`src/rtl/guess_checker_pkg.sv`:
```
// rtl/guess_checker_pkg.sv - shared constants, FSM states and helpers for guess_checker
package guess_pkg;

    localparam int NUM_POS    = 4;
    localparam int COLOR_W    = 3;
    localparam int NUM_COLORS = 8;

    // Fibonacci taps 16,14,13,11 -> bits 15,13,12,10
    localparam logic [15:0] LFSR_TAPS = 16'hB400;

    typedef enum logic [1:0] {
        IDLE  = 2'd0,
        EXACT = 2'd1,
        COLOR = 2'd2,
        DONE  = 2'd3
    } state_t;

    function automatic logic [2:0] color_count(
        input logic [NUM_POS-1:0][COLOR_W-1:0] v,
        input logic [COLOR_W-1:0]              c
    );
        logic [2:0] n;
        n = '0;
        for (int p = 0; p < NUM_POS; p++) begin
            n = n + {2'b00, (v[p] == c)};
        end
        return n;
    endfunction

endpackage

```
`src/rtl/guess_checker_lfsr16.sv`:
```
// rtl/guess_checker_lfsr16.sv - free-running 16-bit Fibonacci LFSR
module lfsr16
    import guess_pkg::*;
#(
    parameter logic [15:0] SEED = 16'hACE1
) (
    input  logic        clk,
    input  logic        rst_n,
    output logic [15:0] q
);

    always_ff @(posedge clk or negedge rst_n) begin
        if (!rst_n) begin
            q <= SEED;
        end else begin
            q <= {q[14:0], ^(q & LFSR_TAPS)};
        end
    end

endmodule

```
`config.mk`:
```
export PLATFORM = sky130hd
export DESIGN_NAME = lfsr16
export DESIGN_NICKNAME = d
export VERILOG_FILES = /design/src/rtl/guess_checker_pkg.sv /design/src/rtl/guess_checker_lfsr16.sv
export SDC_FILE = /design/constraint.sdc
export NUM_CORES = 1
export LEC_CHECK = 0
export BUFFER_PORTS_ARGS = -buffer_cell sky130_fd_sc_hd__buf_2
export CORE_AREA = 5 5 42 44
export CTS_CLUSTER_DIAMETER = 100
export CTS_CLUSTER_SIZE = 10
export DETAILED_ROUTE_END_ITERATION = 10
export DIE_AREA = 0 0 47 49
export PLACE_DENSITY_LB_ADDON = 0.08
export SYNTH_ARGS = -nofsm -noshare
export SYNTH_HDL_FRONTEND = slang
export SYNTH_SLANG_ARGS = --single-unit
export TNS_END_PERCENT = 100
```
`constraint.sdc`:
```
create_clock -name clk -period 1.1 [get_ports clk]
set_input_delay 0.11 -clock clk [delete_from_list [all_inputs] [get_ports clk]]
set_output_delay 0.11 -clock clk [all_outputs]
set_load 0.02 [all_outputs]
```
==> impl_metrics.xml, run 1 <==
<?xml version="1.0" encoding="UTF-8"?>
<metrics>
  <group name="outcome">
    <metric name="outcome" unit="">completed</metric>
  </group>
  <group name="routing">
    <metric name="wire_per_inst" unit="um">12.7</metric>
    <metric name="ant_nets" unit="">0</metric>
    <metric name="detail_routed_via_count_per_cell" unit="">4.10</metric>
    <metric name="drt-pass1-iter-count" unit="">1</metric>
    <metric name="drc_errors" unit="">0</metric>
    <metric name="drt_iter0_drc" unit="">0</metric>
    <metric name="drt-total-wl" unit="um">751</metric>
    <metric name="num_vias" unit="">242</metric>
  </group>
  <group name="finish">
    <metric name="antenna_cells_inserted" unit="">0</metric>
    <metric name="final_net_count" unit="">46</metric>
    <metric name="nFillCells" unit="">131</metric>
    <metric name="seq_area" unit="um^2">410</metric>
    <metric name="multi_input_area" unit="um^2">26.3</metric>
    <metric name="layout.cells.most_common" unit="">buf_2</metric>
    <metric name="layout_common_cells" unit="">9 x buf_2, 8 x buf_6, 8 x dfstp_2, 8 x dfrtp_1, 3 x clkbuf_4</metric>
    <metric name="post_layout_nonfiller_instances" unit="">59</metric>
    <metric name="largest_register_ff_count" unit="">16</metric>
    <metric name="post_route_cells_drive_above_1_share" unit="">0.721</metric>
    <metric name="area_growth" unit="%">49.6</metric>
    <metric name="largestRegisters" unit="">q: 16 flops</metric>
    <metric name="regMostFlops" unit="">q</metric>
    <metric name="final_design_area_no_fill" unit="um^2">653</metric>
  </group>
  <group name="worst_setup_path">
    <metric name="critical_path_class" unit="">reg2out</metric>
    <metric name="worst_path_dominant_cell_family" unit="">flip-flops</metric>
    <metric name="rr_startpoint" unit="">q[10]</metric>
    <metric name="crit_fanout" unit="">2</metric>
    <metric name="path_cells" unit="">buf_6</metric>
    <metric name="timing.critical_path.slowest_cell_delay" unit="ns">0.56</metric>
    <metric name="critPathRequiredTime" unit="ns">0.99</metric>
    <metric name="critical_path.startpoint" unit="">q[0]</metric>
    <metric name="highest_delay_cell_along_the_critical_path" unit="">dfstp_2</metric>
    <metric name="timing.critical_path.buf_inv" unit="">1</metric>
    <metric name="cp.arrival" unit="ns">0.95</metric>
    <metric name="endpoint_kind" unit="">primary output</metric>
    <metric name="kind_of_launch_point_of_the_worst_setup_path" unit="">flip-flop</metric>
  </group>
  <group name="sta">
    <metric name="layout_min_cycle_time" unit="ns">1.06</metric>
    <metric name="finalClockSkew" unit="ns">0.00240</metric>
    <metric name="final.period_utilization" unit="">0.964</metric>
    <metric name="timing.slew.headroom" unit="">0.779</metric>
    <metric name="final_hold_viol_count" unit="">0</metric>
    <metric name="maxSlewViolCount" unit="">0</metric>
    <metric name="max_clock_freq" unit="GHz">0.943</metric>
    <metric name="finalSetupViolCount" unit="">0</metric>
    <metric name="unrepaired_setup_endpoints_after_global_routing" unit="">true</metric>
    <metric name="worst_max_slew_pin_slew" unit="ns">0.331</metric>
  </group>
  <group name="floorplanning">
    <metric name="height_of_the_die" unit="um">49</metric>
    <metric name="initial_core_utilization" unit="">0.312</metric>
    <metric name="core_ar" unit="um^2">1400</metric>
    <metric name="fp.dieArea" unit="um^2">2300</metric>
    <metric name="pin_count" unit="">18</metric>
    <metric name="row_count" unit="">14</metric>
    <metric name="die_width" unit="um">47</metric>
  </group>
  <group name="pwr">
    <metric name="pwr_density_cell" unit="nW/um^2">1490</metric>
    <metric name="power_leakage" unit="nW">0.341</metric>
    <metric name="vdd_ir_drop_max" unit="uV">899</metric>
  </group>
  <group name="clock_tree">
    <metric name="clock_sink_count" unit="">16</metric>
    <metric name="cts_tree" unit="">yes</metric>
    <metric name="clk_latency" unit="ns">0.28</metric>
    <metric name="cts.reportedPaths.clkPinSlew" unit="ns">0.09</metric>
    <metric name="cts_root_buf" unit="">clkbuf_4</metric>
    <metric name="numCtsBuffers" unit="">3</metric>
    <metric name="max_clock_buf_depth" unit="">2</metric>
    <metric name="htreeDepth" unit="">1</metric>
  </group>
  <group name="synthesis">
    <metric name="synth_area_per_cell" unit="um^2">23.0</metric>
    <metric name="synth-warning-count" unit="">0</metric>
    <metric name="postSynthNetCount" unit="">21</metric>
    <metric name="synth_cell_type_count" unit="">4</metric>
    <metric name="synth.yosys.seq_area_share" unit="">0.940</metric>
    <metric name="syn_area" unit="um^2">437</metric>
    <metric name="postSynthCellCount" unit="">19</metric>
    <metric name="yosys_register_bits" unit="">16</metric>
  </group>
  <group name="global_route">
    <metric name="grt_antenna_before_repair" unit="">0</metric>
    <metric name="grt_first_pass_wirelength" unit="um">1350</metric>
    <metric name="vias_in_the_first_global_route" unit="">285</metric>
    <metric name="grt_max_degree" unit="">17</metric>
    <metric name="grt_overflow" unit="">0</metric>
    <metric name="globalRouteTotalUtil" unit="">0.0875</metric>
  </group>
  <group name="place">
    <metric name="detailed_place.area" unit="um^2">542</metric>
    <metric name="io_buffer_count" unit="">17</metric>
    <metric name="place_inst" unit="">52</metric>
    <metric name="gp_congestion" unit="">0.670</metric>
    <metric name="dp.final_hpwl" unit="um">512</metric>
  </group>
  <group name="worst_hold_path">
    <metric name="hp-class" unit="">in2async</metric>
  </group>
  <group name="run">
    <metric name="max-cap-violations" unit="">0</metric>
  </group>
</metrics>
==> path summary, 6_finish.rpt <==
path / endpoint / slack [ns] / cells after the start
max reg2reg: q[0] / 0.10 / 3
min in group clk: q[9] / 0.37 / 0
min: q[12] / 0.25 / 2
max in group asynchronous: q[13] / 0.55 / 2
min reg2reg: q[9] / 0.37 / 0
max: q[0] / 0.04 / 1
==> kinds of logic after synthesis <==
| kind of cell | after synthesis | share of synthesized area |
|---|---|---|
| flip-flops | 16 | 0.940 |
| XOR/XNOR | 3 | 0.0602 |
==> per-layer routing <==
layer	part of all wire	vias to the layer above	global-route usage	wire, um
li1	-	108	-	-
met1	0.45	121	0.107	341
met2	0.45	13	0.111	335
met3	0.10	0	0.0775	75
met4	0	0	0.0276	0
met5	0	-	0	0
==> cells in the mapped netlist <==
cell type / number / area, um^2
dfstp_2: 8 / 210
dfrtp_1: 8 / 200
xor2_1: 1 / 8.76
xnor2_1: 2 / 17.5
==> stage by stage <==
stage | utilization | hold slack, ns | setup WS (ns) | power, mW | TNS (ns)
final | 0.466 | 0.249 | 0.0393 | 0.976 | 0
after global routing | 0.466 | 0.263 | -0.0168 | 1.04 | -0.0446
after CTS | 0.435 | 0.250 | 0.000988 | 0.997 | 0
after detailed placement | 0.387 | 0.0317 | 0.184 | 0.612 | 0
after global placement | 0.387 | 0.0161 | 0.216 | 0.611 | 0
after floorplan | - | -0.186 | 0.148 | 0.600 | 0
==> final cells by class <==
class,count,area share
sequential,16,0.628
clock buffer,4,0.0556
timing repair buffer,20,0.245
tap,16,0.0307
multi-input combinational,3,0.0402
==> report_power, final <==
| part | switching, mW | internal [mW] | leakage (nW) | total [mW] |
|---|---|---|---|---|
| Clock | 0.172 | 0.201 | 0.0210 | 0.373 |
| Combinational | 0.0104 | 0.00360 | 0.126 | 0.0140 |
| Sequential | 0 | 0.589 | 0.194 | 0.589 |
| Total | 0.182 | 0.794 | 0.341 | 0.976 |
==> timing repair <==
action,4_1_cts,5_1_grt
resized for setup,5,11
setup buffers,1,1
hold buffers,1,0
hold endpoints to repair,16,0
setup endpoints to repair,4,8
Power figures use the tool's default switching activity.
==> inputs of run 2 (changes only) <==
Clock period 1.1 ns to 1.2 ns, I/O delays scaled along.
==> run 2 against run 1 <==
Setup slack better by 0.037 ns. Die area did not move. Global-route usage fell by 0.072 points. Critical path depth stayed put. Worst hold slack better by 0.0099 ns. Cell count shrank 3.4%. Non-clock buffer count down 2. Highest routed layer unchanged.
==> impl_metrics.xml, run 2 (synthesis gave the netlist of run 1 again) <==
<?xml version="1.0" encoding="UTF-8"?>
<metrics>
  <group name="sta">
    <metric name="maxSlewViolCount" unit="">0</metric>
    <metric name="worst_max_slew_pin_slew" unit="ns">0.329</metric>
    <metric name="timing.setup.tns" unit="ns">0</metric>
    <metric name="finalClockSkew" unit="ns">0.00282</metric>
    <metric name="finalSetupViolCount" unit="">0</metric>
    <metric name="timing.slew.headroom" unit="">0.780</metric>
    <metric name="final_hold_viol_count" unit="">0</metric>
    <metric name="layout_min_cycle_time" unit="ns">1.12</metric>
    <metric name="final.period_utilization" unit="">0.937</metric>
    <metric name="unrepaired_setup_endpoints_after_global_routing" unit="">false</metric>
    <metric name="max_clock_freq" unit="GHz">0.890</metric>
  </group>
  <group name="clock_tree">
    <metric name="cts.reportedPaths.clkPinSlew" unit="ns">0.09</metric>
    <metric name="cts_tree" unit="">yes</metric>
    <metric name="cts_root_buf" unit="">clkbuf_4</metric>
    <metric name="clock_sink_count" unit="">16</metric>
    <metric name="numCtsBuffers" unit="">3</metric>
    <metric name="max_clock_buf_depth" unit="">2</metric>
    <metric name="postCtsResizedCells" unit="">0</metric>
    <metric name="post-cts-setup-buffer-count" unit="">0</metric>
    <metric name="clk_latency" unit="ns">0.28</metric>
    <metric name="htreeDepth" unit="">1</metric>
  </group>
  <group name="global_route">
    <metric name="grt_use_met1" unit="">0.107</metric>
    <metric name="globalRoute.busiestLayer" unit="">met2</metric>
    <metric name="gr-usage-met2" unit="">0.109</metric>
    <metric name="vias_in_the_first_global_route" unit="">280</metric>
    <metric name="grt_overflow" unit="">0</metric>
    <metric name="globalRouteTotalUtil" unit="">0.0868</metric>
    <metric name="grt_first_pass_wirelength" unit="um">1340</metric>
    <metric name="gr-usage-met3" unit="">0.0775</metric>
    <metric name="grt_max_degree" unit="">17</metric>
    <metric name="grt_antenna_before_repair" unit="">0</metric>
  </group>
  <group name="worst_setup_path">
    <metric name="timing.critical_path.slowest_cell_delay" unit="ns">0.56</metric>
    <metric name="worst_path_dominant_cell_family" unit="">flip-flops</metric>
    <metric name="ff2ff_path_depth" unit="">2</metric>
    <metric name="endpoint_kind" unit="">primary output</metric>
    <metric name="regToRegSetupSlack" unit="ns">0.26</metric>
    <metric name="timing.critical_path.buf_inv" unit="">1</metric>
    <metric name="cp.arrival" unit="ns">1.00</metric>
    <metric name="highest_delay_cell_along_the_critical_path" unit="">dfstp_2</metric>
    <metric name="crit_fanout" unit="">3</metric>
    <metric name="reg2reg_to" unit="">q[0]</metric>
    <metric name="cp_num_cells" unit="">1</metric>
    <metric name="kind_of_launch_point_of_the_worst_setup_path" unit="">flip-flop</metric>
    <metric name="critical_path_class" unit="">reg2out</metric>
    <metric name="rr_startpoint" unit="">q[15]</metric>
    <metric name="path_cells" unit="">buf_2</metric>
    <metric name="critPathRequiredTime" unit="ns">1.08</metric>
  </group>
  <group name="finish">
    <metric name="area_growth" unit="%">34.7</metric>
    <metric name="antenna_cells_inserted" unit="">0</metric>
    <metric name="layout.cells.most_common" unit="">buf_2</metric>
    <metric name="regMostFlops" unit="">q</metric>
    <metric name="post_route_cells_drive_above_1_share" unit="">0.707</metric>
    <metric name="layout_common_cells" unit="">17 x buf_2, 8 x dfstp_2, 8 x dfrtp_1, 3 x clkbuf_4, 2 x xnor2_1</metric>
    <metric name="final_net_count" unit="">44</metric>
    <metric name="largestRegisters" unit="">q: 16 flops</metric>
    <metric name="largest_register_ff_count" unit="">16</metric>
  </group>
  <group name="pwr">
    <metric name="power_leakage" unit="nW">0.326</metric>
    <metric name="fin_total_pwr" unit="mW">0.894</metric>
    <metric name="pwr_density_cell" unit="nW/um^2">1520</metric>
    <metric name="vdd_ir_drop_max" unit="uV">821</metric>
  </group>
  <group name="floorplanning">
    <metric name="fp.dieArea" unit="um^2">2300</metric>
    <metric name="height_of_the_die" unit="um">49</metric>
    <metric name="row_count" unit="">14</metric>
    <metric name="core_ar" unit="um^2">1400</metric>
    <metric name="die_width" unit="um">47</metric>
    <metric name="pin_count" unit="">18</metric>
    <metric name="initial_core_utilization" unit="">0.312</metric>
  </group>
  <group name="routing">
    <metric name="drt-total-wl" unit="um">728</metric>
    <metric name="drc_errors" unit="">0</metric>
    <metric name="wire_per_inst" unit="um">12.8</metric>
    <metric name="ant_nets" unit="">0</metric>
    <metric name="detail_routed_via_count_per_cell" unit="">4.07</metric>
    <metric name="drt-pass1-iter-count" unit="">1</metric>
    <metric name="num_vias" unit="">232</metric>
    <metric name="drt_iter0_drc" unit="">0</metric>
  </group>
  <group name="worst_hold_path">
    <metric name="hp-class" unit="">in2async</metric>
  </group>
  <group name="run">
    <metric name="max-cap-violations" unit="">0</metric>
  </group>
  <group name="outcome">
    <metric name="outcome" unit="">completed</metric>
  </group>
  <group name="place">
    <metric name="gp_congestion" unit="">0.670</metric>
    <metric name="dp.final_hpwl" unit="um">512</metric>
    <metric name="io_buffer_count" unit="">17</metric>
  </group>
</metrics>
==> run 2: per-stage QoR <==
stage / worst slack (ns) / cell area (um^2) / hold slack (ns) / cells / utilization
6_report: 0.0761 / 588 / 0.258 / 57 / 0.420
5_1_grt: 0.0218 / 588 / 0.273 / 57 / 0.420
4_1_cts: 0.0579 / 588 / 0.260 / 57 / 0.420
3_5_place_dp: 0.284 / 542 / 0.0417 / 52 / 0.387
3_3_place_gp: 0.316 / 542 / 0.0261 / 52 / 0.387
2_1_floorplan: 0.248 / 437 / -0.176 / 19 / -
==> run 2: what timing repair did <==
action                                 CTS  global route
setup endpoints to repair                0             0
endpoints found under the hold margin    8             0
hold buffers                             1             0
==> run 2: worst max-delay path by stage <==
stage	from	to	slack [ns]
after floorplan	q[15]	q[0]	0.25
after global placement	q[15]	q[0]	0.32
after detailed placement	q[15]	q[0]	0.28
after CTS	q[10]	q[10]	0.06
after global routing	q[10]	q[10]	0.02
final	q[10]	q[10]	0.08
==> run 2: power breakdown <==
group	switching, mW	total [mW]	leakage (nW)	internal, mW
clock	0.156	0.341	0.0210	0.184
sequential	0	0.540	0.194	0.540
combinational	0.00953	0.0128	0.110	0.00330
total	0.166	0.894	0.326	0.728
==> run 2: layout make-up <==
type                       instances  area [um^2]
sequential                        16          410
fill                             141          813
clock buffer                       4         36.3
multi-input combinational          3         26.3
tap                               16         20.0
timing repair buffer              18         95.1
==> run 2: per-layer routing <==
| metal | share of wire | routed length (um) |
|---|---|---|
| met5 | 0 | 0 |
| met2 | 0.42 | 306 |
| met1 | 0.48 | 348 |
| met3 | 0.10 | 73 |
| met4 | 0 | 0 |
